$ cat config.mk
export PLATFORM = sky130hd
export DESIGN_NAME = ram_arb2
export DESIGN_NICKNAME = d
export VERILOG_FILES = /design/src/rtl/ram_arb2_pkg.sv /design/src/rtl/rr_pick2.sv /design/src/rtl/ram_arb2.sv
export SDC_FILE = /design/constraint.sdc
export NUM_CORES = 1
export LEC_CHECK = 0
export ABC_CLOCK_PERIOD_IN_PS = 2890
export CAP_MARGIN = 15
export CORE_ASPECT_RATIO = 0.5
export CORE_MARGIN = 2
export CORE_UTILIZATION = 38
export DETAILED_ROUTE_END_ITERATION = 6
export DONT_BUFFER_PORTS = 1
export MAX_ROUTING_LAYER = met4
export PLACE_DENSITY = 0.6
export SYNTH_ARGS = -nofsm -noshare
export SYNTH_HDL_FRONTEND = slang
export SYNTH_HIERARCHICAL = 1
export SYNTH_SLANG_ARGS = --single-unit
$ cat constraint.sdc
create_clock -name clk -period 2.89 [get_ports clk]
set_input_delay 0.578 -clock clk [delete_from_list [all_inputs] [get_ports clk]]
set_output_delay 0.578 -clock clk [all_outputs]
set_load 0.05 [all_outputs]
$ cat src/rtl/ram_arb2_pkg.sv
// Shared types and sizes for the two-master RAM arbiter.
// Holds the FSM state encoding, the RAM word/address widths and the
// request payload struct carried from a master to the RAM pins.
package ram_arb2_pkg;

    localparam int unsigned RAM_AW = 8;
    localparam int unsigned RAM_DW = 16;
    // Wide enough for the largest legal READ_LATENCY (3)
    localparam int unsigned CNT_W  = 2;

    typedef enum logic [1:0] {
        ST_IDLE   = 2'd0,
        ST_ACCESS = 2'd1,
        ST_WAIT   = 2'd2,
        ST_DONE   = 2'd3
    } state_e;

    typedef struct packed {
        logic              we;
        logic [RAM_AW-1:0] addr;
        logic [RAM_DW-1:0] wdata;
    } ram_req_t;

endpackage

$ cat src/rtl/rr_pick2.sv
// Two-way round-robin picker.
// Ports: clk, rst (async, active-high); req0/req1 requests;
//        take updates the last-served pointer to the current winner;
//        gnt0/gnt1 combinational one-hot (or zero) grant.
module rr_pick2 (
    input  logic clk,
    input  logic rst,
    input  logic req0,
    input  logic req1,
    input  logic take,
    output logic gnt0,
    output logic gnt1
);

    // 1 = master 1 was served last, so master 0 wins the first tie
    logic last;

    // On a tie the master that is not 'last' wins
    always_comb begin
        gnt0 = req0 & (~req1 | last);
        gnt1 = req1 & (~req0 | ~last);
    end

    // take is only asserted together with a grant, so gnt1 names the winner
    always_ff @(posedge clk or posedge rst) begin
        if (rst) begin
            last <= 1'b1;
        end else if (take) begin
            last <= gnt1;
        end
    end

endmodule

$ cat src/rtl/ram_arb2.sv
// Two-master arbiter/sequencer for a single-port RAM with registered read data.
// Ports: clk, rst (async, active-high)
//        m0_*/m1_*: req/we/addr/wdata in, ack (one-cycle pulse) and rdata out
//        ram_addr/ram_din/ram_we: registered RAM pins; ram_dout: RAM read data
// A transaction runs IDLE -> ACCESS -> (WAIT x READ_LATENCY for reads) -> DONE.
module ram_arb2
    import ram_arb2_pkg::*;
#(
    parameter int unsigned READ_LATENCY = 1
) (
    input  logic              clk,
    input  logic              rst,
    input  logic              m0_req,
    input  logic              m0_we,
    input  logic [RAM_AW-1:0] m0_addr,
    input  logic [RAM_DW-1:0] m0_wdata,
    output logic              m0_ack,
    output logic [RAM_DW-1:0] m0_rdata,
    input  logic              m1_req,
    input  logic              m1_we,
    input  logic [RAM_AW-1:0] m1_addr,
    input  logic [RAM_DW-1:0] m1_wdata,
    output logic              m1_ack,
    output logic [RAM_DW-1:0] m1_rdata,
    output logic [RAM_AW-1:0] ram_addr,
    output logic [RAM_DW-1:0] ram_din,
    output logic              ram_we,
    input  logic [RAM_DW-1:0] ram_dout
);

    state_e            state_q, state_d;
    logic              sel_q, sel_d;        // granted master
    logic [CNT_W-1:0]  cnt_q, cnt_d;
    logic [RAM_AW-1:0] ram_addr_d;
    logic [RAM_DW-1:0] ram_din_d;
    logic              ram_we_d;
    logic              m0_ack_d, m1_ack_d;
    logic [RAM_DW-1:0] m0_rdata_d, m1_rdata_d;

    logic              gnt0, gnt1, take;
    ram_req_t          req0_p, req1_p, pick;

    assign req0_p = '{we: m0_we, addr: m0_addr, wdata: m0_wdata};
    assign req1_p = '{we: m1_we, addr: m1_addr, wdata: m1_wdata};
    assign pick   = gnt1 ? req1_p : req0_p;
    assign take   = (state_q == ST_IDLE) && (gnt0 || gnt1);

    rr_pick2 u_pick (
        .clk  (clk),
        .rst  (rst),
        .req0 (m0_req),
        .req1 (m1_req),
        .take (take),
        .gnt0 (gnt0),
        .gnt1 (gnt1)
    );

    // State and output registers
    always_ff @(posedge clk or posedge rst) begin
        if (rst) begin
            state_q  <= ST_IDLE;
            sel_q    <= 1'b0;
            cnt_q    <= '0;
            ram_addr <= '0;
            ram_din  <= '0;
            ram_we   <= 1'b0;
            m0_ack   <= 1'b0;
            m1_ack   <= 1'b0;
            m0_rdata <= '0;
            m1_rdata <= '0;
        end else begin
            state_q  <= state_d;
            sel_q    <= sel_d;
            cnt_q    <= cnt_d;
            ram_addr <= ram_addr_d;
            ram_din  <= ram_din_d;
            ram_we   <= ram_we_d;
            m0_ack   <= m0_ack_d;
            m1_ack   <= m1_ack_d;
            m0_rdata <= m0_rdata_d;
            m1_rdata <= m1_rdata_d;
        end
    end

    // Next state and next register values; ram_we and acks default low
    always_comb begin
        state_d    = state_q;
        sel_d      = sel_q;
        cnt_d      = cnt_q;
        ram_addr_d = ram_addr;
        ram_din_d  = ram_din;
        ram_we_d   = 1'b0;
        m0_ack_d   = 1'b0;
        m1_ack_d   = 1'b0;
        m0_rdata_d = m0_rdata;
        m1_rdata_d = m1_rdata;

        case (state_q)
            ST_IDLE: begin
                if (take) begin
                    sel_d      = gnt1;
                    ram_addr_d = pick.addr;
                    ram_din_d  = pick.wdata;
                    ram_we_d   = pick.we;
                    state_d    = ST_ACCESS;
                end
            end
            ST_ACCESS: begin
                // ram_we still reflects the granted request's direction here
                if (ram_we) begin
                    m0_ack_d = ~sel_q;
                    m1_ack_d = sel_q;
                    state_d  = ST_DONE;
                end else begin
                    cnt_d   = CNT_W'(READ_LATENCY);
                    state_d = ST_WAIT;
                end
            end
            ST_WAIT: begin
                cnt_d = cnt_q - CNT_W'(1);
                // Last wait cycle: ram_dout now holds the addressed word
                if (cnt_q == CNT_W'(1)) begin
                    if (sel_q) begin
                        m1_rdata_d = ram_dout;
                    end else begin
                        m0_rdata_d = ram_dout;
                    end
                    m0_ack_d = ~sel_q;
                    m1_ack_d = sel_q;
                    state_d  = ST_DONE;
                end
            end
            ST_DONE: begin
                state_d = ST_IDLE;
            end
            default: begin
                state_d = ST_IDLE;
            end
        endcase
    end

endmodule

# After elaboration in Yosys (flattened, before gate mapping)
# Index checks and enable logic that the tools add are counted.
# word_totals
output_inout_bits	59
register_bits	65
input_bits	70
# op_classes
eq_ne	7
n_mux	15
reduce_logical	9
n_bitwise	8
n_addsub	1
# ops
operator	count
two-way mux 25 bit	1
one-hot mux 2 bit (4 select lines)	1
two-way mux 1 bit	7
two-way mux 2 bit	3
!= test 2 bit (second input constant)	3
AND reduction 2 bit	3
AND reduction 3 bit	2
equality test 2 x 1 -> 1 bit (second input constant)	2
equality test 2 bit (second input constant)	2
inverter 1 bit	4
one-hot mux 1 bit (2 select lines)	2
one-hot mux 2 bit (2 select lines)	1
AND 1 bit	2
zero test 2 bit	1
OR 1 bit	2
nonzero test 2 bit	1
subtractor 2 x 1 -> 2 bit (second input constant)	1
logical AND 1 bit	1
logical OR 1 bit	1

# Depth between registers and ports, before layout
# Gate-level depths: netlist (run 1).
# logic_depth
depth_word	7
ltp_mapped	6
mapped_depth_nobuf	5

# Modules after synthesis
# Netlist (run 1), hierarchy kept.
# by_module_without_submodules
module	seq_area_each_um2	area_each_um2	instances	cells_per_inst
ram_arb2	1601.5	2832.7	1	213
rr_pick2	26.3	67.6	1	6

# Worst setup path after synthesis (run 1)
# No wires, ideal clock.
# synth_timing
kind	input to register
start	input port m1_req
end	register u_pick.last
setup_ns	0.082
stages	6
n_path_buf	2
t_required_ns	2.808
setup_slack_ns	1.186
arrival_time_ns	1.621
path_cell_list	a21boi_2 > buf_4 > o21ai_2 > buf_2 > inv_1 > mux2_4
# synth_between
elab_chain_cells	5
word_cells_on_any_way	6
cone_classes	4 x bitwise; 2 x reduce/logical
# synth_rtl
item	line_no	text
start: declaration	ram_arb2.sv:19	input logic m1_req,
inverter 1 bit	rr_pick2.sv:20	gnt0 = req0 & (~req1 | last);
OR 1 bit	rr_pick2.sv:20	
AND 1 bit	rr_pick2.sv:20	
logical OR 1 bit (*)	ram_arb2.sv:46	assign take = (state_q == ST_IDLE) && (gnt0 || gnt1);
logical AND 1 bit (*)	ram_arb2.sv:46	
net take	ram_arb2.sv:40	logic gnt0, gnt1, take;
end signal: assignment	rr_pick2.sv:29	last <= gnt1;
end: declaration	rr_pick2.sv:16	logic last;
# The timed path passes the listed nets; every way through them passes the cells marked *.
# A chain may end at the register's enable or synchronous reset.

# Worst setup path after layout (run 1)
# layout_timing
start	register u_pick.last
end	register state_q[1]
# layout_between
word_cells_on_any_way	9
cone_classes	1 x eq/ne; 5 x bitwise; 3 x reduce/logical
# layout_lines
item	line_no	text
OR 1 bit	rr_pick2.sv:20	
AND 1 bit	rr_pick2.sv:20	
net gnt0	ram_arb2.sv:40	
logical OR 1 bit	ram_arb2.sv:46	
logical AND 1 bit	ram_arb2.sv:46	
!= test 2 bit (no source line)	n/a	
AND reduction 2 bit (no source line)	n/a	
end signal: assignment	ram_arb2.sv:72	state_q <= state_d;
end: declaration	ram_arb2.sv:31	state_e state_q, state_d;
# The timed path passes the listed nets, and every way through them passes these cells.

==> impl_results.md, run 1 <==
* Status: finished, final reports clean
* Post-route ant nets at 0
* Row count at 22
* #FFs+latches synth at 65
* Biggest area consumer among synthesized cells: dfrtp_1
* Number of global-route vias before repair at 1711
* Resized cells post-CTS at 0
* Register area share after synthesis at a little under three fifths
* MaxCap Viol Count at 0
* H-tree Lvls at 3
* R2R Setup Slk at between 1 and 1.5 ns
* # port buffers at 0
* Worst Tran Pin Value at 0.521 ns
* DR WL/cell at 17.4 µm
* Initial Util at about two fifths
* Unrepaired setup endpoints after global routing: false
* Nets at 300
* TritonRoute pass-1 iters at 4
* DR iter-0 viols at 54
* Num ports at 129
* Routed via count at roughly 1700
* Slew HR at 65.0%
* Worst setup SP type: flip-flop
* Sequential cell area at about 1600 µm²
* Layout area overhead at 14.7%
* Syn_area_per_cell at around 13 µm²
* CTS tree: done
* Reg-to-Reg End: state_q[1]
* Clock Latency Late Sink at 0.32 ns
* Synthesized cell area at roughly 2900 µm²
* Post-Syn Instances at 219
* HPWL after DPL at roughly 4 mm
* Setup Skew at around 0.0054 ns
* DR vias/cell at around 5.2
* Die Area at 8390 µm²
* Hold buffer count at cts at 0
* Worst path required time at about 3 ns
* Tcrit/Tclk final at 63.6%
* Fraction of layout cells with a size suffix above 1 at 25.4%
* Synth unique cells at 28
* Crit Path Category: flip-flop to flip-flop
* Synthesized Nets at roughly 300
* Critical Path AT at a little over 2 ns
* Final-report hold violation count at 0
* Crit. Startpoint: u_pick/last
* Area of the multi-input gates at roughly 1200 µm²
* R2r startpoint: u_pick/last
* Gpl congestion at roughly 0.67
* Final setup margin at about 1.1 ns
* Warnings from Yosys at 6
* R2r worst-path depth at 5
* First-pass GRT wire length at between 8 and 9 mm
* Core ar. at around 7300 µm²
* Critical Path Fanout Max at 3
* Reg clk slew, reported paths at 0.05 ns
* Clk root buf: clkbuf_16
* Routed WL at approximately 5.6 mm
* Initial antenna violation count at 0
* Die height at between 60 and 70 µm
* Asr flop ratio synth at 100%
* Clk sinks at 65
* Final hold slack at between 0.1 and 0.15 ns
* Setup WS pre-CTS at 0.883 ns
* Endpoints failing setup at 0
* DRC violations left at 0
* Max-slew violations at 0
* HP Class: primary input to asynchronous set/reset pin
* CP endpoint: state_q[1]
* GRT Residual Overflow at 0
* Fill count at 672
* Top-area cell type share of the netlist area at between 50% and 60%
* Post-synth top cells: dfrtp_1 (64), nand2_1 (27), mux2i_1 (25), o21ai_0 (25), mux2_4 (21)
* Most frequent cell after synthesis: dfrtp_1
* Top FF cell, synth: dfrtp_1
* Die W at roughly 130 µm
* Maximum clock frequency at 544 MHz
* Num CTS Buffers at 9
* Clock tree buffer depth at 2
* EDFF count, synth at 0
* CP Capture Type: flip-flop
* Diodes inserted at 0
* All-Layer GR Usage at between 10% and 20%
* Tmin final at between 1.5 and 2 ns
* Synth top area cells: dfrtp_1 (55%), mux2_4 (11%), mux2i_1 (8.6%), mux2_2 (5.0%), o21ai_0 (4.3%)
* Post-Route Setup TNS at 0 ns
* Largest net degree at the start of global routing at 39
* Post-CTS Setup Bufs at 0
## state kept, by name, indices dropped and copies added (netlist names)
signal / count
m1_ack: 1
ram_din: 16
ram_we: 1
u_pick/last: 1
sel_q: 1
state_q: 2
cnt_q: 2
m0_ack: 1
ram_addr: 8
m1_rdata: 16
m0_rdata: 16
## placed cells by master, fill, tap and decap left out, drive strengths merged, types with 4 or more instances in the layout
cell,n
buf,4
clkbuf,13
dfrtp,64
ha,6
inv,7
mux2,35
mux2i,25
nand2,27
nor2,5
o21ai,26
## layer usage
metal  GRT usage (%)  up-vias  part of all wire (%)
met5               -        -                     0
met4            5.36        0                   1.6
met3            5.50        9                   7.1
met2            22.5       71                    50
met1            16.2      826                    42
li1                -      771                     -
## how the worst min path moves through the flow
stage / from / end / depth (start not counted)
after detailed placement: rst / state_q[0] / 1
after global placement: rst / state_q[1] / 1
final: rst / ram_addr[2] / 1
after global routing: rst / u_pick/last / 1
after floorplan: rst / u_pick/last / 1
after CTS: rst / ram_din[8] / 1
## kinds of logic (layout without fill, tap and decap cells)
group	count (synthesis)	in the layout	share of synthesized area, %
AO/OA/AOI/OAI	34	34	6.90
adder cells (fa/ha/maj)	6	6	2.59
buffers and inverters	17	26	3.32
flip-flops	65	65	56.1
multiplexers	60	60	24.9
AND/OR/NAND/NOR	37	37	6.13
## through the flow
stage | cell area [µm²] | cells | util (%)
after CTS | 3330 | 324 | 45.3
after global placement | 3000 | 309 | 40.8
after floorplan | 2900 | 219 | -
after detailed placement | 3000 | 309 | 40.8
final | 3330 | 324 | 45.3
after global routing | 3330 | 324 | 45.3
## critical path: stages, from the launching register on
cell and delay [ns]:
dfstp_2 0.56, inv_1 0.04, a21boi_0 0.42, nor2_1 0.08, a21oi_1 0.25, mux2_1 0.36
## layout make-up
class / instances / area share [%]
well taps: 96 / 3.61
multi-input cells: 137 / 35.8
clock buffers: 13 / 8.13
inverters: 7 / 0.790
flip-flops and latches: 65 / 48.9
clock inverters: 2 / 1.81
repair buffers: 4 / 0.903
Power of run 1 is not shown: default switching activity piles up to over one toggle a cycle in this logic, so the estimate is an artifact.
==> run 2: changes to the inputs <==
Settings changed: ABC_CLOCK_PERIOD_IN_PS 2890 to 1700.
Clock period 2.89 ns to 1.7 ns, I/O delays scaled along.
==> impl_results.md, run 2 (synthesis gave the netlist of run 1 again) <==
* Num ports at 129
* Worst setup SP type: flip-flop
* Worst Tran Pin Value at 0.517 ns
* Setup Skew at between 0.005 and 0.006 ns
* Largest regs: m0_rdata x16, m1_rdata x16, ram_din x16
* Clock Latency Late Sink at between 0.3 and 0.4 ns
* Num CTS Buffers at 9
* First-pass GRT wire length at between 8 and 9 mm
* Most common cell after layout, fill and taps aside: dfrtp_1
* Post-CTS Setup Bufs at 0
* Worst path required time at 1.90 ns
* Nets at ~310
* Met3 WL at around 380 µm
* Fill count at between 600 and 700
* Sequential cell area at between 1500 and 2000 µm²
* Post-Route Setup TNS at 0 ns
* Slew HR at between 60% and 70%
* Layout area overhead at 18.3%
* DR WL/cell at roughly 17 µm
* R2r startpoint: state_q[0]
* HP Class: primary input to flip-flop
* Reg clk slew, reported paths at 0.05 ns
* Die height at 65.8 µm
* HPWL after DPL at approximately 4.0 mm
* Crit Path Category: flip-flop to flip-flop
* Critical Path AT at 1.81 ns
* Tcrit/Tclk final at between 90% and 100%
* All-Layer GR Usage at between 10% and 20%
* Metal2 WL at between 2 and 3 mm
* MaxCap Viol Count at 0
* Fraction of layout cells with a size suffix above 1 at between 20 and 30%
* Unrepaired setup endpoints after global routing: false
* Number of global-route vias before repair at between 1500 and 2000
* Met1 Wirelength at 2.35 mm
* Uppermost routed layer: met4
* Initial antenna violation count at 0
* CP Capture Type: flip-flop
* Most frequent cells in the layout: dfrtp_1 (64), nand2_1 (27), mux2i_1 (25), o21ai_0 (25), mux2_4 (21)
* Routed WL at about 5.5 mm
* DRC violations left at 0
* Largest net degree at the start of global routing at 28
* Endpoints failing setup at 0
* DR iter-0 viols at 58
* Maximum clock frequency at slightly above 600 MHz
* Die W at between 100 and 150 µm
* Diodes inserted at 0
* Min-delay src: ram_dout[3]
* Final core utilization at approximately 47%
* Status: finished, final reports clean
* Routed via count at 1632
* Clk sinks at 65
* Gpl congestion at 0.725
* GRT Residual Overflow at 0
* DR vias/cell at approximately 5
* Crit. Startpoint: state_q[0]
* Final-report hold violation count at 0
* # port buffers at 0
* Die Area at ~8400 µm²
* Critical Path Fanout Max at 16
* Max-slew violations at 0
* Clock tree buffer depth at 2
* TritonRoute pass-1 iters at 4
* Initial Util at between 30 and 40%
* Clk root buf: clkbuf_16
* Core ar. at 7350 µm²
* Post-route ant nets at 0
* Row count at 22
* Area of the multi-input gates at around 1200 µm²
* CTS tree: done
* Tmin final at around 1.6 ns
* H-tree Lvls at 3
## run 2: per-stage QoR
stage,hold slack (ns),instance area [µm²],setup WS [ns],cells
2_1_floorplan,0.230,2900,0.139,219
3_3_place_gp,0.237,3090,0.0691,314
3_5_place_dp,0.241,3090,0.0222,314
4_1_cts,0.151,3430,0.0158,331
5_1_grt,0.142,3430,0.00271,331
6_report,0.168,3430,0.0894,331
## run 2: what timing repair did
| action | in CTS | in global routing |
|---|---|---|
| endpoints found under the hold margin | 20 | 0 |
| setup endpoints to repair | 0 | 25 |
| hold buffers | 1 | 0 |
| gates resized for setup | 0 | 1 |
## run 2: area by class of cell
class | instances | area share, %
sequential | 65 | 47.4
multi-input combinational | 137 | 34.5
clock buffer | 11 | 7.36
timing repair buffer | 10 | 4.08
tap | 96 | 3.50
clock inverter | 5 | 2.26
inverter | 7 | 0.875
## run 2: per-layer routing
layer | vias to the layer above | track usage (%)
met1 | 780 | 17.3
met4 | 0 | 4.12
met5 | - | -
li1 | 784 | -
met3 | 5 | 6.55
met2 | 63 | 21.7
## run 2: final timing paths
| kind | end | slack, ns | cells after the start |
|---|---|---|---|
| setup / recovery | m1_rdata[0] | 0.09 | 4 |
| hold / removal | m1_rdata[3] | 0.17 | 1 |
| setup reg to reg | m1_rdata[0] | 0.09 | 4 |
| hold reg to reg | cnt_q[1] | 0.50 | 1 |
| max in group asynchronous | m0_rdata[12] | 0.66 | 3 |
| min in group asynchronous | u_pick/last | 0.54 | 2 |
## run 2: worst max-delay path, cell delays in order (launching register included)
cell and delay, ns:
dfrtp_1 0.40, inv_1 0.09, ha_1 0.30, nand3_4 0.31, mux2_4 0.39
Power of run 2 is left out for the same reason.
==> run 3: changes to the inputs <==
Settings changed: ABC_CLOCK_PERIOD_IN_PS 1700 to 2090, RECOVER_POWER set to 50, SLEW_MARGIN set to 25.
Clock period 1.7 ns to 2.09 ns, I/O delays scaled along.
==> impl_results.md, run 3 (synthesis gave the netlist of run 1 again) <==
* Hold path cells at 1
* DR iter-0 viols at 65
* All-Layer GR Usage at between 10% and 20%
* Crit Path Category: flip-flop to flip-flop
* Delay-heaviest family, CP: compound AO/OA/AOI/OAI gates
* Post-route ant nets at 0
* End of the worst hold path: m1_rdata[6]
* Worst setup SP type: flip-flop
* Unrepaired setup endpoints after global routing: false
* Endpoints failing setup at 0
* Slew HR at between 15 and 20%
* R2R Setup Slk at 0.29 ns
* Gpl congestion at roughly 0.75
* Die W at 128 µm
* Fraction of layout cells with a size suffix above 1 at about a quarter
* # port buffers at 0
* Critical Path AT at roughly 2 ns
* Resized cells post-CTS at 0
* Worst Tran Pin Value at ~1.2 ns
* Maximum clock frequency at 555 MHz
* Final-report hold violation count at 0
* H-tree Lvls at 3
* R2r worst-path depth at 5
* Bufs and invs on worst path at 1
* Row count at 22
* Status: finished, final reports clean
* DR WL/cell at 16.9 µm
* Worst path required time at 2.33 ns
* Tmin final at 1.80 ns
* Die Area at between 8000 and 9000 µm²
* Num CTS Buffers at 9
* Fin area at around 3300 µm²
* HPWL after DPL at between 4 and 5 mm
* Largest net degree at the start of global routing at 34
* Clk root buf: clkbuf_16
* Critical Path Fanout Max at 33
* Initial antenna violation count at 0
* Layout area overhead at 13.3%
* TritonRoute pass-1 iters at 4
* Slowest-stage cell, CP: o21ai_4
* CP Depth at 5
* Clk sinks at 65
* Diodes inserted at 0
* Post-Route Setup TNS at 0 ns
* Most frequent cells in the layout: dfrtp_1 (64), nand2_1 (27), mux2i_1 (25), o21ai_0 (25), mux2_4 (21)
* Num ports at 129
* Reg clk slew, reported paths at 0.05 ns
* CP peak stage delay at 0.59 ns
* Clock Latency Late Sink at roughly 0.32 ns
* DR vias/cell at about 5.1
* Core ar. at around 7300 µm²
* Initial Util at 39.5%
* GRT Residual Overflow at 0
* Clock tree buffer depth at 2
* Worst-path cell chain: a21boi_4, o21ai_4, buf_4, nand2_1, o21ai_0
* DP Area at ~3000 µm²
* MaxCap Viol Count at 0
* Min-delay src: ram_dout[6]
* CP Capture Type: flip-flop
* Reg-to-Reg End: ram_din[12]
* Most common cell after layout, fill and taps aside: dfrtp_1
* Nets at 303
* Tcrit/Tclk final at a little under nine tenths
* R2r startpoint: u_pick/last
* Die height at between 60 and 70 µm
* First-pass GRT wire length at between 8 and 9 mm
* Number of global-route vias before repair at roughly 1700
* Final hold slack at between 0.2 and 0.25 ns
* Final core utilization at roughly 45%
* Largest regs: m0_rdata x16, m1_rdata x16, ram_din x16
* CTS tree: done
* Max-slew violations at 0
* Routed WL at around 5.5 mm
* Setup Skew at slightly below 0.006 ns
* HP Class: primary input to flip-flop
* Routed via count at between 1500 and 2000
* DRC violations left at 0
## run 3: cell count changes in the layout (fill, tap and decap cells not counted), sizes merged
cell	before	now
clkbuf	11	16
clkinvlp	2	0
inv	6	7
clkinv	2	3
buf	9	3
bufinv	2	0
## run 3: layout make-up
| cell class | count | area, µm² |
|---|---|---|
| Tap cell | 96 | 120 |
| Sequential cell | 65 | 1630 |
| Multi-Input combinational cell | 137 | 1190 |
| Clock inverter | 3 | 15.0 |
| Inverter | 7 | 26.3 |
| Fill cell | 669 | 4060 |
| Timing Repair Buffer | 7 | 45.0 |
| Clock buffer | 13 | 260 |
## run 3: what timing repair did
item | in CTS | in global routing
hold endpoints to repair | 1 | 0
setup buffers | 0 | 0
hold buffers | 1 | 0
## run 3: routing by layer
layer	routed length, µm	up-vias	GRT usage (%)
met1	2260	827	15.4
met5	0	-	-
met3	394	8	5.66
met2	2820	69	23.7
li1	-	778	-
met4	70	0	6.32
## run 3: worst max path at each step
stage           startpoint     endpoint  slack (ns)
4_1_cts        u_pick/last  ram_din[12]        0.29
5_1_grt        u_pick/last  ram_din[12]        0.13
3_5_place_dp        m0_req  ram_din[12]        0.26
2_1_floorplan          rst     cnt_q[0]        0.07
3_3_place_gp        m1_req   state_q[1]        0.30
6_report       u_pick/last  ram_din[12]        0.29
## run 3: metrics by stage
| stage | setup slack, ns | cells |
|---|---|---|
| 6_report | 0.289 | 328 |
| 5_1_grt | 0.128 | 328 |
| 4_1_cts | 0.287 | 328 |
| 3_5_place_dp | 0.259 | 311 |
| 3_3_place_gp | 0.295 | 311 |
| 2_1_floorplan | 0.0739 | 219 |
Power of run 3 is left out for the same reason.
